## src/rtl/fft_pkg.sv

```systemverilog
// Shared constants and sample types for the 1024-point streaming FFT datapath.
package fft_pkg;
    localparam int N     = 1024;
    localparam int LOG2N = 10;
    localparam int DW    = 16;

    typedef struct packed {
        logic [DW-1:0] re;
        logic [DW-1:0] im;
    } cplx_t;

    // Output FIFO entry: one core output sample plus its end-of-frame flag.
    typedef struct packed {
        logic  last;
        cplx_t smp;
    } ofifo_word_t;
endpackage

```

## src/rtl/fft_seq_ofifo.sv

```systemverilog
// Synchronous FIFO holding re-framed core output; head is shown combinationally.
module fft_seq_ofifo #(
    parameter int W     = 33,
    parameter int DEPTH = 4
) (
    input  logic                         clk,
    input  logic                         rst_n,
    input  logic                         flush,
    input  logic                         push,
    input  logic [W-1:0]                 wdata,
    input  logic                         pop,
    output logic [W-1:0]                 rdata,
    output logic                         empty,
    output logic                         full,
    output logic [$clog2(DEPTH+1)-1:0]   count
);
    localparam int AW = (DEPTH > 1) ? $clog2(DEPTH) : 1;
    localparam int CW = $clog2(DEPTH+1);

    logic [W-1:0]  mem [DEPTH];
    logic [AW-1:0] wr_ptr;
    logic [AW-1:0] rd_ptr;
    logic          do_push;
    logic          do_pop;

    function automatic logic [AW-1:0] ptr_next(input logic [AW-1:0] p);
        return (p == AW'(DEPTH-1)) ? '0 : p + AW'(1);
    endfunction

    assign empty   = (count == '0);
    assign full    = (count == CW'(DEPTH));
    assign do_pop  = pop & ~empty;
    assign do_push = push & (~full | do_pop);
    assign rdata   = empty ? '0 : mem[rd_ptr];

    always_ff @(posedge clk or negedge rst_n) begin
        if (!rst_n) begin
            wr_ptr <= '0;
            rd_ptr <= '0;
            count  <= '0;
        end else if (flush) begin
            wr_ptr <= '0;
            rd_ptr <= '0;
            count  <= '0;
        end else begin
            if (do_push) wr_ptr <= ptr_next(wr_ptr);
            if (do_pop)  rd_ptr <= ptr_next(rd_ptr);
            count <= count + CW'(do_push) - CW'(do_pop);
        end
    end

    always_ff @(posedge clk) begin
        if (do_push) mem[wr_ptr] <= wdata;
    end

    // The upstream room check keeps the FIFO below full at every push.
    a_no_overflow: assert property (@(posedge clk) disable iff (!rst_n) !(push && full));
endmodule

```

## src/rtl/fft_1024_frame_sequencer.sv

```systemverilog
// Flow-control wrapper for the 8-stage 1024-point streaming FFT core: framing,
// stall/drain enable generation and re-framing of core output into a stream.
module fft_1024_frame_sequencer
    import fft_pkg::*;
#(
    parameter int FIFO_D = 4
) (
    input  logic          clock_c,
    input  logic          reset_n,
    input  logic          in_valid,
    output logic          in_ready,
    input  logic [DW-1:0] in_re,
    input  logic [DW-1:0] in_im,
    input  logic          abort,
    output logic          core_start,
    output logic [DW-1:0] core_xr,
    output logic [DW-1:0] core_xi,
    output logic          core_en,
    output logic          core_clr,
    input  logic          core_ovalid,
    input  logic [DW-1:0] core_yr,
    input  logic [DW-1:0] core_yi,
    output logic          out_valid,
    input  logic          out_ready,
    output logic [DW-1:0] out_re,
    output logic [DW-1:0] out_im,
    output logic          out_last,
    output logic          busy,
    output logic          err_sync
);
    localparam int CW = $clog2(FIFO_D+1);

    logic [LOG2N-1:0] in_cnt;
    logic [LOG2N-1:0] out_cnt;
    logic [LOG2N:0]   frames_pend;
    logic             en_d;
    logic             clr_q;
    logic             err_q;

    logic             room;
    logic             accept;
    logic             drain;
    logic             in_wrap;
    logic             cap;
    logic             cap_last;
    logic             sync_err;
    logic [LOG2N-1:0] cap_idx;
    logic [CW-1:0]    fifo_cnt;
    logic             fifo_empty;
    logic             fifo_full;
    logic             pop;
    ofifo_word_t      push_w;
    ofifo_word_t      head_w;

    // Both streams use strict valid/ready: a transfer happens on a rising edge
    // where valid and ready are both high; valid never waits on ready.
    // Room also counts the capture already in flight from last cycle's enable.
    assign room     = (int'(fifo_cnt) + int'(en_d)) <= (FIFO_D - 2);
    assign in_ready = room & ~clr_q & ~abort;
    assign accept   = in_valid & in_ready;
    assign drain    = ~in_valid & (in_cnt == '0) & (frames_pend != '0) & room;
    assign in_wrap  = accept & (in_cnt == LOG2N'(N-1));

    assign core_en    = accept | drain;
    assign core_start = accept & (in_cnt == '0);
    assign core_xr    = accept ? in_re : '0;
    assign core_xi    = accept ? in_im : '0;
    assign core_clr   = clr_q;

    // A core frame marker always restarts output framing, even mid-frame.
    assign cap_idx  = core_ovalid ? '0 : out_cnt;
    assign cap      = en_d & (core_ovalid | (out_cnt != '0));
    assign cap_last = cap & (cap_idx == LOG2N'(N-1));
    assign sync_err = en_d & core_ovalid & (out_cnt != '0);

    assign push_w.last   = cap_last;
    assign push_w.smp.re = core_yr;
    assign push_w.smp.im = core_yi;

    always_ff @(posedge clock_c or negedge reset_n) begin
        if (!reset_n) begin
            in_cnt      <= '0;
            out_cnt     <= '0;
            frames_pend <= '0;
            en_d        <= 1'b0;
            clr_q       <= 1'b1;
            err_q       <= 1'b0;
        end else begin
            clr_q <= abort;
            if (sync_err) err_q <= 1'b1;
            if (abort) begin
                in_cnt      <= '0;
                out_cnt     <= '0;
                frames_pend <= '0;
                en_d        <= 1'b0;
            end else begin
                en_d <= core_en;
                if (accept) in_cnt <= in_cnt + LOG2N'(1);
                if (cap) out_cnt <= cap_last ? '0 : cap_idx + LOG2N'(1);
                case ({in_wrap, cap_last})
                    2'b10:   frames_pend <= frames_pend + (LOG2N+1)'(1);
                    2'b01:   if (frames_pend != '0) frames_pend <= frames_pend - (LOG2N+1)'(1);
                    default: ;
                endcase
            end
        end
    end

    assign pop = out_valid & out_ready;

    fft_seq_ofifo #(
        .W     ($bits(ofifo_word_t)),
        .DEPTH (FIFO_D)
    ) u_ofifo (
        .clk   (clock_c),
        .rst_n (reset_n),
        .flush (abort),
        .push  (cap & ~abort),
        .wdata (push_w),
        .pop   (pop),
        .rdata (head_w),
        .empty (fifo_empty),
        .full  (fifo_full),
        .count (fifo_cnt)
    );

    assign out_valid = ~fifo_empty;
    assign out_re    = head_w.smp.re;
    assign out_im    = head_w.smp.im;
    assign out_last  = head_w.last;
    assign busy      = (frames_pend != '0) | (in_cnt != '0);
    assign err_sync  = err_q;
endmodule
```

## config.mk

```make
export PLATFORM = sky130hd
export DESIGN_NAME = fft_1024_frame_sequencer
export DESIGN_NICKNAME = d
export VERILOG_FILES = /design/src/rtl/fft_pkg.sv /design/src/rtl/fft_seq_ofifo.sv /design/src/rtl/fft_1024_frame_sequencer.sv
export SDC_FILE = /design/constraint.sdc
export NUM_CORES = 1
export LEC_CHECK = 0
export BUFFER_PORTS_ARGS = -buffer_cell sky130_fd_sc_hd__buf_2
export CORE_ASPECT_RATIO = 1.5
export CORE_MARGIN = 3
export CORE_UTILIZATION = 45
export CTS_CLUSTER_SIZE = 14
export DETAILED_ROUTE_END_ITERATION = 12
export PLACE_DENSITY = 0.74
export SYNTH_ARGS = -nofsm -noshare
export SYNTH_HDL_FRONTEND = slang
export SYNTH_SLANG_ARGS = --single-unit
```

## constraint.sdc

```tcl
create_clock -name clock_c -period 3.79 [get_ports clock_c]
set_clock_uncertainty 0.1 [all_clocks]
set_input_delay 0.758 -clock clock_c [delete_from_list [all_inputs] [get_ports clock_c]]
set_output_delay 0.758 -clock clock_c [all_outputs]
set_load 0.02 [all_outputs]
```

Yosys cells after proc, flatten, opt, wreduce, memory -nomap -nowiden
Memory sizes are Yosys's and may differ from the RTL's.
Index checks and enable logic that the tools add are counted.
Word-level totals
  register bits: 41
  bits in writable memories: 132
  input bits: 70
  output and inout bits: 72
  logic and storage cells: 86
  memories kept: 1
Memories
  u_ofifo.mem: words 4, bits a word 33, rd ports 1, clocked after Yosys merged registers in 0, wr ports 1, RTL line fft_seq_ofifo.sv:20  | logic [W-1:0] mem [DEPTH];
Cells by class
  add/subtract/negate cells: 9
  order comparisons: 1
  eq/ne operators: 8
  multiplexer cells: 22
  bitwise gates (word level): 25
  reductions and logical operators: 11
Operators with widths (count)
  10-bit 2-to-1 mux: 6
  33-bit 2-to-1 mux: 1
  16-bit 2-to-1 mux: 2
  11-bit 2-to-1 mux: 2
  11-bit one-hot mux with 2 select lines: 1
  10-bit by 1-bit adder with 10-bit output (second input constant): 2
  10-bit == test (second input constant): 2
  10-bit nonzero test: 2
  1-bit bitwise AND: 16
  2-bit 2-to-1 mux: 6
  11-bit by 1-bit adder with 11-bit output (second input constant): 1
  11-bit nonzero test: 1
  11-bit by 1-bit subtractor with 11-bit output (second input constant): 1
  10-bit logical NOT: 1
  2-bit nonzero test: 4
  2-bit == test (second input constant): 3
  1-bit inverter: 5
  2-bit by 1-bit adder with 2-bit output (second input constant): 2
  3-bit by 1-bit adder with 4-bit output: 1
  4-bit by 2-bit <= comparator with 1-bit output (second input constant): 1
  1-bit bitwise OR: 4
  3-bit by 1-bit adder with 3-bit output: 1
  3-bit == test (second input constant): 1
  3-bit logical NOT: 1
  7 further kinds: 9

Depth between registers and ports, before layout
Gate-level depths: netlist of run 1.
  depth in word-level cells: 9
  depth in mapped cells: 15
  depth with buffers taken out: 14

Hierarchy
From an unflattened synthesis of run 1, not the netlist that was laid out.
Second synthesis, totals
  cells, all modules: 563
  area, all modules: 8105.3 µm²
By module, submodules not included
  fft_seq_ofifo: times used 1, cells an instance 257, area an instance 5482.8 µm², sequential area each 4139.0 µm²
  fft_1024_frame_sequencer: times used 1, cells an instance 306, area an instance 2622.5 µm², sequential area each 852.1 µm²

Worst setup path before layout of run 1
No wires, ideal clock.
  path type: input to register
  start point: in core_ovalid
  end point: reg frames_pend[9]
  library setup time: 0.134 ns
  arrival: 4.141 ns
  data required time: 3.556 ns
  slack: -0.585 ns
  stages on the path: 15
  path buffers: 1
  cells stage by stage: clkbuf_1 -> nor2b_1 -> ha_1 -> nand3_2 -> or4_2 -> nor2_1 -> nand2_1 -> inv_1 -> ha_1 -> a211oi_1 -> o211ai_1 -> nand2_1 -> mux2_2 -> o41ai_1 -> a21oi_2
On the way
  word-level cells in the longest chain between the ends: 6
  elaborated cells between the ends (all ways): 12
  classes of those cells: 4 x eq/ne; 3 x mux; 3 x bitwise; 2 x reduce/logical
Ends and longest elaborated chain
  from (decl): RTL line fft_1024_frame_sequencer.sv:20  | input logic core_ovalid,
  10-bit 2-to-1 mux or 1-bit bitwise OR (tied branches): RTL line fft_1024_frame_sequencer.sv:71, fft_1024_frame_sequencer.sv:72
  10-bit == test or 1-bit bitwise AND (tied branches): RTL line fft_1024_frame_sequencer.sv:73, fft_1024_frame_sequencer.sv:72
  1-bit bitwise AND *: RTL line fft_1024_frame_sequencer.sv:73  | assign cap_last = cap & (cap_idx == LOG2N'(N-1));
  named net cap_last: RTL line fft_1024_frame_sequencer.sv:45  | logic cap_last;
  2-bit by 1-bit == test with 1-bit output or 2-bit == test (tied branches): RTL line fft_1024_frame_sequencer.sv:100  | case ({in_wrap, cap_last})
  11-bit one-hot mux with 2 select lines, or another cell as far along: RTL line fft_1024_frame_sequencer.sv:100
  11-bit 2-to-1 mux or 2-bit AND reduction (tied branches)
  to (signal assigned): RTL line fft_1024_frame_sequencer.sv:101  | 2'b10: frames_pend <= frames_pend + (LOG2N+1)'(1);
  to (signal assigned): RTL line fft_1024_frame_sequencer.sv:102  | 2'b01: if (frames_pend != '0) frames_pend <= frames_pend - (LOG2N+1)'(1);
  to (decl): RTL line fft_1024_frame_sequencer.sv:35  | logic [LOG2N:0] frames_pend;
The timed path passes the listed nets; every way through them passes the cells marked *.
A chain may end at the register's enable or synchronous reset.

Worst setup path in the final report of run 1
  start point: reg en_d
  end point: reg frames_pend[9]
On the way
  word-level cells in the longest chain between the ends: 9
  elaborated cells between the ends (all ways): 15
  classes of those cells: 1 x add/sub; 1 x order compare; 3 x eq/ne; 2 x mux; 6 x bitwise; 2 x reduce/logical
Ends and longest elaborated chain
  from (decl): RTL line fft_1024_frame_sequencer.sv:36  | logic en_d;
  from (signal assigned): RTL line fft_1024_frame_sequencer.sv:97  | en_d <= core_en;
  3-bit by 1-bit adder with 4-bit output: RTL line fft_1024_frame_sequencer.sv:58  | assign room = (int'(fifo_cnt) + int'(en_d)) <= (FIFO_D - 2);
  4-bit by 2-bit <= comparator with 1-bit output: RTL line fft_1024_frame_sequencer.sv:58
  1-bit bitwise AND (2 in a row): RTL line fft_1024_frame_sequencer.sv:59  | assign in_ready = room & ~clr_q & ~abort;
  1-bit bitwise AND: RTL line fft_1024_frame_sequencer.sv:60  | assign accept = in_valid & in_ready;
  1-bit bitwise AND: RTL line fft_1024_frame_sequencer.sv:62  | assign in_wrap = accept & (in_cnt == LOG2N'(N-1));
  2-bit by 1-bit == test with 1-bit output or 2-bit == test (tied branches): RTL line fft_1024_frame_sequencer.sv:100
  11-bit one-hot mux with 2 select lines, or another cell as far along: RTL line fft_1024_frame_sequencer.sv:100
  11-bit 2-to-1 mux or 2-bit AND reduction (tied branches)
Several ways; a longest one is shown, not always the timed one.

==> results of run 1 <==
through the flow:
stage | instance area [sq um] | power (mW) | cells
2_1_floorplan | 7943 | 3.026 | 544
3_3_place_gp | 8995 | 3.439 | 895
3_5_place_dp | 8995 | 3.462 | 895
4_1_cts | 9555 | 5.103 | 926
5_1_grt | 9560 | 5.270 | 928
6_report | 9560 | 5.021 | 928
power by group:
group | switching, mW | total (mW) | internal, mW | leakage, nW
logic | 0.712 | 1.25 | 0.534 | 1.77
clock network | 0.719 | 1.63 | 0.913 | 0.268
registers | 0.0713 | 2.14 | 2.07 | 1.75
synth_stat cells, drive strengths merged, types with 2 or more instances:
cell type	count
edfxtp	132
and2	70
dfrtp	40
nor2	37
mux4	33
ha	22
inv	20
o21ai	20
nand2	19
clkbuf	17
nand3	14
a21oi	10
mux2i	10
xnor2	10
nor2b	8
nor3	7
xor2	7
buf	6
nor4	6
a21o	4
nand4	4
o31ai	4
a211oi	3
nand2b	3
nand3b	3
nand4b	3
o41ai	3
or3	3
or4	3
a31o	2
fa	2
mux2	2
nor3b	2
nor4b	2
o211ai	2
logic make-up after synthesis:
| logic type | after synthesis | synth area share, % |
|---|---|---|
| DFF | 173 | 63.12 |
| muxes | 45 | 10.95 |
| AOI/OAI and AO/OA | 56 | 4.573 |
| adders and majority gates | 24 | 3.987 |
| buffers and inverters | 43 | 2.310 |
| and+or+nand+nor | 186 | 13.18 |
| xor gates and xnor gates | 17 | 1.883 |
layout make-up:
cell class / count / area [sq um]
Antenna cell: 2 / 5.005
Clock buffer: 17 / 425.4
Clock inverter: 14 / 135.1
Fill cell: 1382 / 7421
Inverter: 20 / 75.07
Multi-Input combinational cell: 328 / 2773
Sequential cell: 173 / 4994
Tap cell: 210 / 262.8
Timing Repair Buffer: 164 / 890.9
cell usage in the layout, fill, tap and decap left out, drive strengths merged, types with 5 or more instances in the layout:
master / count
nor4: 6
nor3: 7
inv: 25
edfxtp: 132
a21oi: 10
nand2: 19
clkinv: 5
nor2: 37
dfrtp: 40
o21ai: 20
xnor2: 10
nand3: 14
mux2i: 10
ha: 22
buf: 164
nor2b: 8
clkbuf: 17
xor2: 7
mux4: 33
and2: 70
registers in the layout, summed over array words and instances, names as in the netlist, 2 cells and up:
signal and flops:
u_ofifo.count 3, u_ofifo.rd_ptr 2, frames_pend 11, u_ofifo.wr_ptr 2
u_ofifo.mem 132, out_cnt 10, in_cnt 10
per-layer routing:
layer	GRT usage (%)	share of wire [%]	routed length [um]	vias to the layer above
met5	0	0.082	13	-
met4	6.305	2.8	439	2
met3	4.171	4.5	724	35
met2	30.47	54	8524	131
met1	19.59	39	6219	2439
li1	-	-	-	2358
worst min-delay path by stage:
stage                           endpoint  slack [ns]  cells past startpoint
detailed placement  err_sync$_DFFE_PN0P_        0.36                      1
finish              err_sync$_DFFE_PN0P_        0.38                      1
floorplan                 en_d$_DFF_PN0_        0.36                      0
global placement    err_sync$_DFFE_PN0P_        0.39                      1
global route        err_sync$_DFFE_PN0P_        0.40                      1
CTS                 err_sync$_DFFE_PN0P_        0.38                      1
==> reports/metrics.yaml, run 1 <==
power_and_ir_drop:
  power.density_cell_area_nw_per_um2: 525.2
  p_leak_nw: 3.783
  ir_worst_vdd_mv: 0.3667
timing:
  fin_crit_sh_pct: 92.60
  final_max_slew_viol_count: 0
  transition_time_of_the_tightest_slew_check_pin_ns: 0.9551
  rsz0062_at_grt: "no"
  worst_hold_margin_ns: 0.3801
  setup-violations-final: 0
  finalHoldViolCount: 0
  period_needed_ns: 3.510
  timing.setup.tns_ns: 0
  relSlewSlack_pct: 36.33
  max_clock_freq_mhz: 284.9
  postLayoutSetupSlackWorst_ns: 0.2804
drt:
  drt-vias-per-instance: 5.350
  drt_drc_violations_left: 0
  drtPass1Iterations: 4
  routedWlPerCell_um: 17.16
  route.vias.total: 4965
  initialDrtViolationCount: 301
  route.antenna.remaining_nets: 0
  drt-total-wl_mm: 15.92
cts:
  cts_setup_buffers: 0
  tritoncts: "built"
  cts.root.buffer_cell: "sky130_fd_sc_hd__clkbuf_16"
  number_of_buffers_on_the_longest_clock_path: 2
  clock_latency_ns: 0.42
  cts_hold_buf: 0
  postCtsResizedCells: 0
  cts_buffers: 17
  cts_sink_cnt: 173
  cts_max_level: 4
  clk_pin_slew_ns: 0.07
worst_setup_path:
  crit_path_start: "en_d$_DFF_PN0_"
  timing_worst_setup_path_type: "reg2reg"
  worst_r2r_path_depth: 14
  timing.critical_path.required_ns: 3.98
  cp_data_arrival_time_ns: 3.70
  reg2reg_setup_slack_ns: 0.28
  timing.critical_path.slowest_cell_delay_ns: 0.43
  path_cells: "ha_1 > ha_1 > a22oi_1 > and4_1 > nand2_1 > nand2_1 > inv_2 > ha_1 > o21ai_0 > o211ai_1 > nand2_1 > mux2_2 > o41ai_2 > a21oi_2"
  start_kind: "register"
  cp_slowest_cell: "sky130_fd_sc_hd__dfrtp_1"
  worst-path-buf-inv: 1
  worstReg2RegStart: "en_d$_DFF_PN0_"
  r2r-end: "frames_pend[9]$_DFFE_PN0P_"
  timing.critical_path.to: "frames_pend[9]$_DFFE_PN0P_"
  timing.critical_path.fanout_max: 7
  endpoint_kind: "register"
  path_depth: 14
  critical_path.top_delay_family: "compound AO/OA/AOI/OAI gates"
floorplanning:
  start_util_pct: 46.57
  top_level_ports: 142
  die_area_sq_um: 19230
  die_h_um: 168.4
  num_rows: 58
  core_area_sq_um: 16980
  die_width_um: 114.2
synth:
  synth-seq-cells: 173
  ys_dominant_reg_cell: "sky130_fd_sc_hd__edfxtp_1"
  netlist.top_cell.by_area: "sky130_fd_sc_hd__edfxtp_1"
  ys_top_cells_by_area: "sky130_fd_sc_hd__edfxtp_1 50%, sky130_fd_sc_hd__dfrtp_1 13%, sky130_fd_sc_hd__mux4_2 9.4%"
  area_share_of_the_largest_cell_type_after_synthesis_pct: 50.13
  synth_warnings: 0
  synth_fp_nets: 638
  cell_variety_after_synth: 56
  synth_enable_flop_cells: 132
  synthesis.area_per_instance_sq_um: 14.54
  async_set_or_reset_register_ratio_after_synthesis_pct: 23.70
  synth_cells: 544
  sequential_to_total_area_share_from_yosys_stat_pct: 63.12
  post_synth_instance_area_sq_um: 7908
hold_path:
  min-delay-start: "err_sync$_DFFE_PN0P_"
  timing.hold.worst.class: "reg2reg"
grt:
  first_pass_grt_wire_length_mm: 25.88
  globalRouteOverflowTotal: 0
  initial_antenna_violation_count: 3
  vias_in_the_first_global_route: 5260
  grt_util_all_layers_pct: 17.06
  largest_net_degree_at_the_start_of_global_routing: 42
place:
  dpl_worst_slack_ns: -0.06875
  io_buffers: 141
  post-dp-hpwl_mm: 10.97
  gpl.final_weighted_congestion: 0.8653
layout:
  final_util_pct: 56.30
  drive_above_1_share_pct: 35.47
  nNetsFinal: 798
  area.growth.synth_to_final_pct: 20.90
job:
  max_cap_viol_count: 0
status:
  outcome: "complete, no violations"
No activity file was read; power rests on OpenSTA's default activity.
==> run 2, diff against run 1 <==
Settings changed: REMOVE_ABC_BUFFERS from default to 1.
==> reports/metrics.yaml, run 2 (synthesis gave the netlist of run 1 again) <==
cts:
  tritoncts: "built"  # unchanged
  cts_sink_cnt: 173  # unchanged
  cts_buffers: 17  # unchanged
  cts.root.buffer_cell: "sky130_fd_sc_hd__clkbuf_16"  # unchanged
  clock_latency_ns: 0.43  # was 0.42 ns
  number_of_buffers_on_the_longest_clock_path: 2  # unchanged
  clk_pin_slew_ns: 0.07  # about the same
  cts_max_level: 4  # unchanged
drt:
  route.vias.total: 5134  # was 4965
  routedWlPerCell_um: 17.08  # was 17.16 um
  drt-vias-per-instance: 5.439  # was 5.350
  drt-total-wl_mm: 16.13  # was 15.92 mm
  route.antenna.remaining_nets: 0  # unchanged
  drt_drc_violations_left: 0  # unchanged
  initialDrtViolationCount: 358  # was 301
  drtPass1Iterations: 5  # was 4
place:
  dpl_worst_slack_ns: -0.5018  # was -0.06875 ns
  io_buffers: 141  # unchanged
  post-dp-hpwl_mm: 10.71  # was 10.97 mm
  gpl.final_weighted_congestion: 0.8946  # was 0.8653
timing:
  relSlewSlack_pct: 37.55  # was 36.33%
  transition_time_of_the_tightest_slew_check_pin_ns: 0.9367  # was 0.9551 ns
  worst_hold_margin_ns: 0.3695  # was 0.3801 ns
  postLayoutSetupSlackWorst_ns: 0.1552  # was 0.2804 ns
  max_clock_freq_mhz: 275.1  # was 284.9 MHz
  period_needed_ns: 3.635  # was 3.510 ns
  final_max_slew_viol_count: 0  # unchanged
  setup-violations-final: 0  # unchanged
  finalHoldViolCount: 0  # unchanged
  fin_crit_sh_pct: 95.91  # was 92.60%
worst_setup_path:
  reg2reg_setup_slack_ns: 0.16  # was 0.28 ns
  timing_worst_setup_path_type: "reg2reg"  # unchanged
  worst_r2r_path_depth: 15  # was 14
  path_cells: "buf_4 > nor4_1 > nand3_1 > o21ai_0 > nor2_2 > nand2_1 > inv_2 > buf_4 > ha_1 > a21oi_2 > o211ai_1 > nand2_1 > mux2_2 > o41ai_4 > a21oi_2"  # was ha_1 > ha_1 > a22oi_1 > and4_1 > nand2_1 > nand2_1 > inv_2 > ha_1 > o21ai_0 > o211ai_1 > nand2_1 > mux2_2 > o41ai_2 > a21oi_2
  worst-path-buf-inv: 3  # was 1
  start_kind: "register"  # unchanged
  timing.critical_path.fanout_max: 5  # was 7
  r2r-end: "frames_pend[9]$_DFFE_PN0P_"  # unchanged
  cp_data_arrival_time_ns: 3.84  # was 3.70 ns
  cp_slowest_cell: "sky130_fd_sc_hd__dfrtp_1"  # unchanged
  critical_path.top_delay_family: "compound AO/OA/AOI/OAI gates"  # unchanged
  timing.critical_path.slowest_cell_delay_ns: 0.39  # was 0.43 ns
  worstReg2RegStart: "out_cnt[1]$_DFFE_PN0P_"  # was en_d$_DFF_PN0_
  endpoint_kind: "register"  # unchanged
  timing.critical_path.required_ns: 3.99  # was 3.98 ns
hold_path:
  timing.hold.worst.class: "in2async"  # was reg2reg
grt:
  largest_net_degree_at_the_start_of_global_routing: 42  # unchanged
  initial_antenna_violation_count: 0  # was 3
  first_pass_grt_wire_length_mm: 26.01  # was 25.88 mm
  globalRouteOverflowTotal: 0  # unchanged
  grt_util_all_layers_pct: 17.17  # was 17.06%
  vias_in_the_first_global_route: 5364  # was 5260
status:
  outcome: "complete, no violations"  # unchanged
layout:
  layout_top_registers: "u_ofifo.mem x132, frames_pend x11"  # unchanged
  insertedDiodeCount: 0  # was 2
  commonest_non_fill_non_tap_cell_in_the_layout: "sky130_fd_sc_hd__buf_2"  # unchanged
  final_util_pct: 57.39  # was 56.30%
  area.growth.synth_to_final_pct: 23.24  # was 20.90%
  nNetsFinal: 815  # was 798
  regMostFlops: "u_ofifo.mem"  # unchanged
  commonest_cells_after_routing_fill_and_taps_aside: "141 x sky130_fd_sc_hd__buf_2, 132 x sky130_fd_sc_hd__edfxtp_1, 66 x sky130_fd_sc_hd__and2_1"  # unchanged
  drive_above_1_share_pct: 37.60  # was 35.47%
  largest_register_ffs: 132  # unchanged
power_and_ir_drop:
  p_leak_nw: 3.904  # was 3.783 nW
  finalPower_mw: 5.048  # was 5.021 mW
  ir_worst_vdd_mv: 0.4158  # was 0.3667 mV
  power.density_cell_area_nw_per_um2: 518.0  # was 525.2 nW/um^2
floorplanning:
  die_h_um: 168.4  # unchanged
  top_level_ports: 142  # unchanged
  die_width_um: 114.2  # unchanged
  start_util_pct: 46.57  # unchanged
  die_area_sq_um: 19230  # unchanged
  num_rows: 58  # unchanged
  core_area_sq_um: 16980  # unchanged
job:
  max_cap_viol_count: 0  # unchanged
[run 2: changes by cell type in the layout (fill, tap and decap cells not counted), sizes merged]
| cell | before | now |
|---|---|---|
| buf | 164 | 181 |
| bufinv | 1 | 0 |
| diode | 2 | 0 |
| clkinvlp | 3 | 2 |
| inv | 25 | 28 |
[run 2: final cells by class]
| class | count | area [sq um] |
|---|---|---|
| Clock buffer | 17 | 425.4 |
| Tap cell | 210 | 262.8 |
| Inverter | 20 | 75.07 |
| Timing Repair Buffer | 181 | 1044 |
| Clock inverter | 15 | 147.6 |
| Fill cell | 1364 | 7236 |
| Sequential cell | 173 | 4994 |
| Multi-Input combinational cell | 328 | 2798 |
[run 2: worst register-to-register path: stages, from the launching register on]
cell and delay (ns):
sky130_fd_sc_hd__dfrtp_1 0.39, sky130_fd_sc_hd__buf_4 0.15, sky130_fd_sc_hd__nor4_1 0.37, sky130_fd_sc_hd__nand3_1 0.15
sky130_fd_sc_hd__o21ai_0 0.39, sky130_fd_sc_hd__nor2_2 0.08, sky130_fd_sc_hd__nand2_1 0.11, sky130_fd_sc_hd__inv_2 0.05
sky130_fd_sc_hd__buf_4 0.15, sky130_fd_sc_hd__ha_1 0.33, sky130_fd_sc_hd__a21oi_2 0.20, sky130_fd_sc_hd__o211ai_1 0.11
sky130_fd_sc_hd__nand2_1 0.12, sky130_fd_sc_hd__mux2_2 0.37, sky130_fd_sc_hd__o41ai_4 0.36, sky130_fd_sc_hd__a21oi_2 0.08
[run 2: worst max path at each step]
stage | from | to | cells after the start
after CTS | core_ovalid | frames_pend[10]$_DFFE_PN0P_ | 15
after detailed placement | core_ovalid | frames_pend[9]$_DFFE_PN0P_ | 15
after floorplan | core_ovalid | frames_pend[9]$_DFFE_PN0P_ | 14
final | out_cnt[1]$_DFFE_PN0P_ | frames_pend[9]$_DFFE_PN0P_ | 15
after global routing | out_cnt[7]$_DFFE_PN0P_ | frames_pend[9]$_DFFE_PN0P_ | 14
after global placement | core_ovalid | frames_pend[9]$_DFFE_PN0P_ | 15
[run 2: metal layers]
layer	vias to the layer above	part of all wire [%]	GRT usage, %
li1	2393	-	-
met1	2523	40	20.31
met2	197	53	30.27
met3	21	5.4	4.171
met4	0	1.6	5.995
met5	-	0	0
[run 2: power breakdown]
part	switching [mW]	leakage (nW)	internal (mW)	total, mW
clock	0.789	0.277	0.873	1.66
combinational	0.698	1.88	0.536	1.23
sequential	0.0829	1.75	2.07	2.15
[run 2: stage by stage]
stage	TNS [ns]	instances	cell area [sq um]
after floorplan	-0.6392	521	7800
after global placement	-0.7688	909	9091
after detailed placement	-1.211	909	9091
after CTS	0	942	9688
after global routing	-0.1110	944	9746
final	0	944	9746
[run 2: repair_timing]
action / in CTS / in global routing
setup endpoints to repair: 2 / 2
pin swaps: 0 / 6
hold buffers: 0 / 0
resized for setup: 3 / 10
gates cloned: 0 / 0
buffers inserted: 1 / 2
